File: config.mk
export PLATFORM = sky130hd
export DESIGN_NAME = bytecode_fetch
export DESIGN_NICKNAME = d
export VERILOG_FILES = /design/src/rtl/bytecode_fetch_pkg.sv /design/src/rtl/bytecode_fetch_byte_fifo.sv /design/src/rtl/bytecode_fetch.sv
export SDC_FILE = /design/constraint.sdc
export NUM_CORES = 1
export LEC_CHECK = 0
export ABC_AREA = 1
export CORE_AREA = 2 2 111 113
export DETAILED_ROUTE_END_ITERATION = 16
export DIE_AREA = 0 0 113 115
export PLACE_DENSITY = 0.68
export SLEW_MARGIN = 20
export SYNTH_ARGS = -nofsm -noshare
export SYNTH_HDL_FRONTEND = slang
export SYNTH_HIERARCHICAL = 1
export SYNTH_SLANG_ARGS = --single-unit
export TNS_END_PERCENT = 1
File: constraint.sdc
create_clock -name clk -period 3.75 [get_ports clk]
set_input_delay 0.75 -clock clk [delete_from_list [all_inputs] [get_ports clk]]
set_output_delay 0.75 -clock clk [all_outputs]
set_load 0.02 [all_outputs]
File: src/rtl/bytecode_fetch_pkg.sv
// Bytecode fetch shared definitions: issue FSM encoding,
// address width and the operand-bearing opcode set.
package bytecode_fetch_pkg;

  localparam int ADDR_W = 16;

  localparam logic [1:0] S_IDLE      = 2'd0;
  localparam logic [1:0] S_OPERAND   = 2'd1;
  localparam logic [1:0] S_ISSUE     = 2'd2;
  localparam logic [1:0] S_WAIT_DONE = 2'd3;

  localparam logic [7:0] OPC_OPND_A  = 8'h10;
  localparam logic [7:0] OPC_OPND_B  = 8'h12;
  localparam logic [7:0] OPC_RUN1_LO = 8'h15;
  localparam logic [7:0] OPC_RUN1_HI = 8'h19;
  localparam logic [7:0] OPC_RUN2_LO = 8'h36;
  localparam logic [7:0] OPC_RUN2_HI = 8'h3A;

  function automatic logic has_operand(input logic [7:0] op);
    return (op == OPC_OPND_A) || (op == OPC_OPND_B) ||
           ((op >= OPC_RUN1_LO) && (op <= OPC_RUN1_HI)) ||
           ((op >= OPC_RUN2_LO) && (op <= OPC_RUN2_HI));
  endfunction

endpackage

File: src/rtl/bytecode_fetch_byte_fifo.sv
// Byte-wide prefetch FIFO with same-cycle push/pop
// and a synchronous flush that empties it.
module byte_fifo #(
  parameter int DEPTH = 4
) (
  input  logic                     clk,
  input  logic                     reset,
  input  logic                     push,
  input  logic                     pop,
  input  logic                     flush,
  input  logic [7:0]               din,
  output logic [7:0]               dout,
  output logic                     empty,
  output logic                     full,
  output logic [$clog2(DEPTH):0]   count
);

  localparam int PW = $clog2(DEPTH);
  localparam int CW = PW + 1;

  logic [7:0]    ram [DEPTH];
  logic [PW-1:0] wr_ptr;
  logic [PW-1:0] rd_ptr;

  assign dout  = ram[rd_ptr];
  assign empty = count == '0;
  assign full  = count == CW'(DEPTH);

  always_ff @(posedge clk) begin
    if (push && !flush) ram[wr_ptr] <= din;
  end

  always_ff @(posedge clk or negedge reset) begin
    if (!reset) begin
      wr_ptr <= '0;
      rd_ptr <= '0;
      count  <= '0;
    end else if (flush) begin
      wr_ptr <= '0;
      rd_ptr <= '0;
      count  <= '0;
    end else begin
      if (push) wr_ptr <= wr_ptr + PW'(1);
      if (pop)  rd_ptr <= rd_ptr + PW'(1);
      unique case ({push, pop})
        2'b10:   count <= count + CW'(1);
        2'b01:   count <= count - CW'(1);
        default: ;
      endcase
    end
  end

endmodule

File: src/rtl/bytecode_fetch.sv
// Bytecode prefetcher: single-outstanding byte fetch into a FIFO
// and an issue FSM handing {operand, opcode} to the decoder.
module bytecode_fetch
  import bytecode_fetch_pkg::*;
#(
  parameter int ADDR_W     = bytecode_fetch_pkg::ADDR_W,
  parameter int FIFO_DEPTH = 4
) (
  input  logic              clk,
  input  logic              reset,
  input  logic              run,
  input  logic              pc_load,
  input  logic [ADDR_W-1:0] pc_value,
  output logic              mem_req,
  output logic [ADDR_W-1:0] mem_addr,
  input  logic [7:0]        mem_rdata,
  input  logic              mem_valid,
  output logic              start,
  input  logic              ready,
  output logic [15:0]       instruction_in,
  output logic [ADDR_W-1:0] pc,
  output logic              busy
);

  localparam int CW = $clog2(FIFO_DEPTH) + 1;
  localparam logic [CW-1:0] DEPTH_C = CW'(FIFO_DEPTH);

  logic [1:0]        state;
  logic [ADDR_W-1:0] fetch_addr;
  logic [ADDR_W-1:0] head_addr;
  logic              discard;
  logic              inflight;
  logic              fetch_ok;
  logic              push;
  logic              pop;
  logic              empty;
  logic              full;
  logic [CW-1:0]     count;
  logic [7:0]        dout;
  logic              can_take;
  logic              take_op;
  logic              take_opnd;

  assign mem_addr = fetch_addr;
  assign inflight = mem_req | discard;
  assign fetch_ok = run & ~inflight & ~full &
                    ((count + CW'(inflight)) < DEPTH_C);
  assign push     = mem_req & mem_valid & ~pc_load;

  assign can_take  = (state == S_IDLE) |
                     ((state == S_WAIT_DONE) & ready);
  assign take_op   = can_take & run & ready & ~empty & ~pc_load;
  assign take_opnd = (state == S_OPERAND) & ~empty & ~pc_load;
  assign pop       = take_op | take_opnd;

  assign start = state == S_ISSUE;
  assign busy  = state != S_IDLE;

  byte_fifo #(
    .DEPTH (FIFO_DEPTH)
  ) u_fifo (
    .clk   (clk),
    .reset (reset),
    .push  (push),
    .pop   (pop),
    .flush (pc_load),
    .din   (mem_rdata),
    .dout  (dout),
    .empty (empty),
    .full  (full),
    .count (count)
  );

  // A response still owed after a redirect is swallowed by discard.
  always_ff @(posedge clk or negedge reset) begin
    if (!reset) begin
      mem_req    <= 1'b0;
      fetch_addr <= '0;
      discard    <= 1'b0;
    end else if (pc_load) begin
      mem_req    <= 1'b0;
      fetch_addr <= pc_value;
      discard    <= inflight & ~mem_valid;
    end else begin
      if (discard && mem_valid) discard <= 1'b0;
      if (push) begin
        mem_req    <= 1'b0;
        fetch_addr <= fetch_addr + ADDR_W'(1);
      end else if (fetch_ok) begin
        mem_req <= 1'b1;
      end
    end
  end

  always_ff @(posedge clk or negedge reset) begin
    if (!reset) begin
      state          <= S_IDLE;
      instruction_in <= '0;
      pc             <= '0;
      head_addr      <= '0;
    end else begin
      if (pc_load)  head_addr <= pc_value;
      else if (pop) head_addr <= head_addr + ADDR_W'(1);
      if (take_op) begin
        pc             <= head_addr;
        instruction_in <= {8'h00, dout};
        state          <= has_operand(dout) ? S_OPERAND : S_ISSUE;
      end else begin
        unique case (1'b1)
          state == S_OPERAND: begin
            if (pc_load) begin
              state <= S_IDLE;
            end else if (take_opnd) begin
              instruction_in[15:8] <= dout;
              state                <= S_ISSUE;
            end
          end
          state == S_ISSUE: begin
            if (!ready) state <= S_WAIT_DONE;
          end
          state == S_WAIT_DONE: begin
            if (ready) state <= S_IDLE;
          end
          default: ;
        endcase
      end
    end
  end

endmodule

After elaboration in Yosys (flattened, before gate mapping)
Memory sizes are Yosys's and may differ from the RTL's.
Index checks and enable logic that the tools add are counted.
{"block": "classes", "add_sub_neg": 7, "mul": 0, "div": 0, "magnitude_cmp": 5, "n_eq_ne": 12, "shifts": 0, "muxes": 28, "bitwise": 21, "reduce_logical": 21}
{"cell": "$mux 16", "n": 4}
{"cell": "$add 16x1->16 const B", "n": 2}
{"cell": "$mux 8", "n": 4}
{"cell": "$mux 2", "n": 10}
{"cell": "$eq 8x5->1 const B", "n": 2}
{"cell": "$and 1x1->1", "n": 13}
{"cell": "$reduce_bool 2->1", "n": 6}
{"cell": "$ge 8x5->1 const B", "n": 1}
{"cell": "$ge 8x6->1 const B", "n": 1}
{"cell": "$le 8x5->1 const B", "n": 1}
{"cell": "$le 8x6->1 const B", "n": 1}
{"cell": "$mux 1", "n": 7}
{"cell": "$eq 2x2->1 const B", "n": 3}
{"cell": "$pmux 2 s3", "n": 1}
{"cell": "$pmux 3 s2", "n": 1}
{"cell": "$reduce_bool 3->1", "n": 2}
{"cell": "$not 1->1", "n": 5}
{"cell": "$add 2x1->2 const B", "n": 2}
{"cell": "$eq 2x1->1 const B", "n": 2}
{"cell": "$logic_and 1x1->1", "n": 4}
{"cell": "$ne 4x4->1 const B", "n": 1}
{"cell": "$reduce_and 4->1", "n": 1}
{"cell": "$reduce_bool 4->1", "n": 1}
{"cell": "$add 3x1->3", "n": 1}
{"cell": "other kinds (14)", "n": 18}
{"block": "word_totals", "reg_bits": 75, "latchBits": 0, "mem_bits_rw": 32, "mem_bits_ro": 0, "out_inout_bits": 51, "elab_cells": 106, "memories": 1}
{"memory": "u_fifo.ram", "words": 4, "width": 8, "read_ports": 1, "rd_clocked_by_memory_dff": 0, "write_ports": 1, "line": "bytecode_fetch_byte_fifo.sv:21", "rtl": "logic [7:0] ram [DEPTH];"}

Logic depth before layout (Yosys ltp)
{"block": "depth", "depth_word": 11, "depth_mapped": 17, "ltp_nobuf": 16}

By module
Netlist, hierarchy kept.
{"mod": "bytecode_fetch", "instances": 1, "cells_per_inst": 471, "area_each_um2": 3562.2, "seq_area_each_um2": 1701.6}
{"mod": "byte_fifo", "instances": 1, "cells_per_inst": 137, "area_each_um2": 1654.1, "seq_area_each_um2": 1136.1}

Least setup slack after synthesis
No wires, ideal clock.
{"block": "synth_path", "kind": "input to register", "startpoint": "input port pc_load", "endpoint": "memory u_fifo.ram[0][0], enable pin", "setup_time_ns": 0.371, "t_arrival_ns": 2.025, "slack_ns": 1.354, "path_stages": 5, "path_buffers": 2, "path_cell_list": "buf_2 > nor2_1 > clkbuf_1 > nand2_1 > nor2_1"}
{"block": "synth_via", "elab_chain_len": 5}
{"item": "from (decl)", "line": "bytecode_fetch.sv:12", "rtl": "input logic pc_load,"}
{"item": "$not 1->1", "line": "bytecode_fetch.sv:48", "rtl": "assign push = mem_req & mem_valid & ~pc_load;"}
{"item": "$and 1x1->1", "line": "bytecode_fetch.sv:48"}
{"item": "via push", "line": "bytecode_fetch.sv:34", "rtl": "logic push;"}
{"item": "$logic_and 1x1->1", "line": "bytecode_fetch_byte_fifo.sv:30", "rtl": "if (push && !flush) ram[wr_ptr] <= din;"}
{"item": "$mux 1", "line": "bytecode_fetch_byte_fifo.sv:30"}
{"item": "$mux 1 (not written as such)", "line": "bytecode_fetch_byte_fifo.sv:30"}
{"item": "to (decl)", "line": "bytecode_fetch_byte_fifo.sv:21"}
The timed path passes the listed nets, and every way through them passes these cells.

Worst setup path after layout
{"block": "layout_path", "startpoint": "input port pc_load", "endpoint": "register fetch_addr[6] (netlist: mem_addr[6])"}
{"block": "layout_via", "elab_chain_len": 3}
{"item": "$not 1->1", "line": "bytecode_fetch.sv:48"}
{"item": "$and 1x1->1", "line": "bytecode_fetch.sv:48"}
{"item": "$reduce_bool 2->1 (no source line)"}
{"item": "to (signal assigned)", "line": "bytecode_fetch.sv:82", "rtl": "fetch_addr <= pc_value;"}
{"item": "to (signal assigned)", "line": "bytecode_fetch.sv:88", "rtl": "fetch_addr <= fetch_addr + ADDR_W'(1);"}
{"item": "to (decl)", "line": "bytecode_fetch.sv:29", "rtl": "logic [ADDR_W-1:0] fetch_addr;"}
Parallel ways exist; a longest one is shown, timed or not.
A chain may end at the register's enable or synchronous reset.

==> results.py <==
metrics = {
    "setup_path": {
        "regToRegEndpoint": "u_fifo/count[2]$_DFFE_PN0P_",
        "cp-start-kind": "input port",
        "critical_path_arrival_ns": 2.99,
        "r2r_start": "u_fifo/count[0]$_DFFE_PN0P_",
        "reg2reg_slack_ns": 1.39,
        "cp-endpoint": "mem_addr[6]$_DFFE_PN0N_",
        "crit_path_start": "pc_load",
        "required_ns": 3.98,
        "end_kind": "flop",
        "r2r.worst_path.cells": 13,
        "critical_path_class": "input port to flop",
        "cp_max_fo": 23,
    },
    "floorplan": {
        "core_um2": 11800,
        "io_pins": 81,
        "start_util_pct": 44.2,
        "rows": 40,
        "die_h_um": 115,
        "dieArea_um2": 13000,
        "fp.dieW_um": 113,
    },
    "power": {
        "power_mw": 4.20,
        "leakagePower_nw": 2.78,
        "power_density_nw_per_um2": 657,
        "worst_ir_drop_vdd_mv": 0.306,
    },
    "sta": {
        "finClkSkew_ns": 0.00641,
        "max_slew_margin_pct": 36.4,
        "finalCritPeriodShare_pct": 73.6,
        "hold-worst-slack_ns": 0.487,
        "maxSlewViolCount": 0,
        "tightest_slew_ns": 0.953,
        "hold_violations": 0,
        "period_needed_ns": 2.76,
        "setup_slack_ns": 0.990,
        "rsz0062_at_grt": "no",
        "max_freq_mhz": 362,
        "tns_ns": 0,
        "setup_viol": 0,
    },
    "yosys": {
        "ys_seq_elements": 107,
        "synth_area_um2": 5220,
        "yosys_warnings": 6,
        "syn_inst": 608,
        "synth_cell_types": 35,
        "syn_avg_cell_area_um2": 8.58,
        "synth.net_count": 645,
        "ys_seq_area_share_pct": 54.4,
    },
    "final_layout": {
        "nFillCells": 1076,
        "final_area_um2": 6390,
        "diodes": 0,
        "synthToLayoutAreaGrowth_pct": 22.5,
        "seq_area_um2": 2840,
        "fin_nets": 724,
        "multiInputGateArea_um2": 2010,
        "drive_gt1_share_pct": 5.35,
    },
    "cts": {
        "root_buffer": "clkbuf_16",
        "clock_path_buffers": 2,
        "cts-buffers-inserted": 9,
        "insertion_delay_ns": 0.36,
        "post_cts_buffers": 0,
        "cts.sinks": 107,
        "clk_pin_slew_worst_paths_ns": 0.08,
        "h-tree-depth": 3,
        "cts_resized": 0,
        "cts_hold_repair.buffers": 0,
        "cts_tree": "yes",
    },
    "drt": {
        "firstDrtPassIters": 12,
        "drtAntennaViolNets": 0,
        "routed_via_density": 5.29,
        "drt-total-wl_um": 12700,
        "num_vias": 4440,
        "drtIter0Drc": 295,
        "avgRoutedWirePerCell_um": 15.1,
        "drc": 5,
    },
    "global_route": {
        "track_usage_pct": 20.1,
        "grt_pass1_vias": 4211,
        "antenna_found_initial": 0,
        "grt_max_degree": 76,
        "grt_remaining_overflow": 0,
        "grt_pass1_wl_um": 20700,
    },
    "placed_design": {
        "portBuffers": 80,
        "dp.final_hpwl_um": 9290,
        "gp_congestion": 0.915,
        "dpl_cell_area_um2": 6110,
        "dp_slack_ns": 0.637,
    },
    "min_path": {
        "hp-class": "flop to flop",
        "whs_path_depth": 2,
    },
    "status": {
        "status": "finished, violations left",
        "violations": "DRC",
    },
    "run": {
        "drv_cap": 0,
    },
}
-- critical path, cell delays in order --
cell and delay, ns:
clkdlybuf4s50_1 0.71, buf_4 0.32, inv_1 0.06, buf_4 0.19, nand2_1 0.34, clkinv_1 0.36, nand2_1 0.15, o211ai_1 0.09
-- state kept, by name (all words and copies together) (netlist names) --
name            cells
pc                 16
u_fifo/ram         32
instruction_in     16
mem_addr           16
discard             1
state               2
head_addr          16
u_fifo/count        3
u_fifo/rd_ptr       2
u_fifo/wr_ptr       2
mem_req             1
-- power breakdown --
| part | leakage [nW] | switching [mW] | internal, mW |
|---|---|---|---|
| Clock | 0.137 | 0.459 | 0.463 |
| Combinational | 1.42 | 0.879 | 0.654 |
| Sequential | 1.22 | 0.267 | 1.48 |
-- synthesized netlist by cell type --
master / n / area, um2
nor2_1: 65 / 244
dfrtp_1: 75 / 1880
a31oi_1: 10 / 62.6
o22ai_1: 8 / 50.1
o31ai_1: 3 / 22.5
nand2_4: 1 / 11.3
nor3_2: 1 / 10.0
o21ai_1: 10 / 50.1
inv_1: 57 / 214
buf_2: 5 / 25.0
nand3_1: 41 / 205
buf_6: 8 / 90.1
buf_1: 1 / 3.75
a21boi_2: 1 / 11.3
clkinv_1: 1 / 3.75
nand3_2: 1 / 10.0
xor2_1: 4 / 35.0
edfxtp_1: 32 / 961
o221ai_1: 1 / 8.76
nand2_2: 5 / 31.3
xnor2_1: 2 / 17.5
clkbuf_1: 3 / 11.3
nand2_1: 166 / 623
a21oi_1: 10 / 50.1
fa_1: 1 / 20.0
o21ai_0: 55 / 275
a22oi_1: 1 / 7.51
nor3_1: 8 / 40.0
ha_1: 6 / 75.1
inv_6: 1 / 8.76
nand4_1: 11 / 68.8
nor2_4: 1 / 11.3
nor2_2: 1 / 6.26
inv_2: 4 / 15.0
o211ai_1: 8 / 60.1
-- cells in the final DEF (no fill, tap or decap), types with 11 or more instances in the layout --
cell,instances
nand4_1,11
inv_1,57
nor2_1,65
nand3_1,41
clkdlybuf4s50_1,79
nand2_1,166
edfxtp_1,32
o21ai_0,55
dfrtp_1,75
-- area by class of cell --
cell class,count,share of cell area (%)
flip-flops and latches,107,44.4
well taps,147,2.88
clock buffers,9,3.52
inverters,63,3.78
repair buffers,85,13.1
multi-input cells,421,31.4
clock inverters,7,0.940
-- per-layer routing --
| layer | routed length [um] | up-vias | track usage [%] |
|---|---|---|---|
| li1 | - | 2180 | - |
| met5 | 0 | - | 0 |
| met2 | 5850 | 151 | 30.4 |
| met1 | 5930 | 2087 | 28.9 |
| met4 | 279 | 0 | 8.21 |
| met3 | 619 | 22 | 3.32 |
-- how the worst min path moves through the flow --
stage / from / endpoint
floorplan: reset / discard$_DFFE_PN0P_
global placement: pc[15]$_DFFE_PN0P_ / pc[15]$_DFFE_PN0P_
detailed placement: pc[8]$_DFFE_PN0P_ / pc[8]$_DFFE_PN0P_
CTS: pc[8]$_DFFE_PN0P_ / pc[8]$_DFFE_PN0P_
global route: pc[11]$_DFFE_PN0P_ / pc[11]$_DFFE_PN0P_
finish: pc[8]$_DFFE_PN0P_ / pc[8]$_DFFE_PN0P_
-- per-stage QoR --
step                      instances  util, %
final                           839     54.1
after global routing            839     54.1
after CTS                       839     54.1
after detailed placement        823     51.7
after global placement          823     51.7
after floorplan                 608        -
-- logic make-up (layout without fill, tap and decap cells) --
kind of cell,after synthesis,after routing,synth area share (%)
AND/OR/NAND/NOR,301,301,24.2
AO/OA/AOI/OAI,107,107,11.5
flip-flops,107,107,54.4
buffers and inverters,80,164,7.12
adder cells (fa/ha/maj),7,7,1.82
XOR/XNOR,6,6,1.01
No activity file was read; power rests on OpenSTA's default activity.
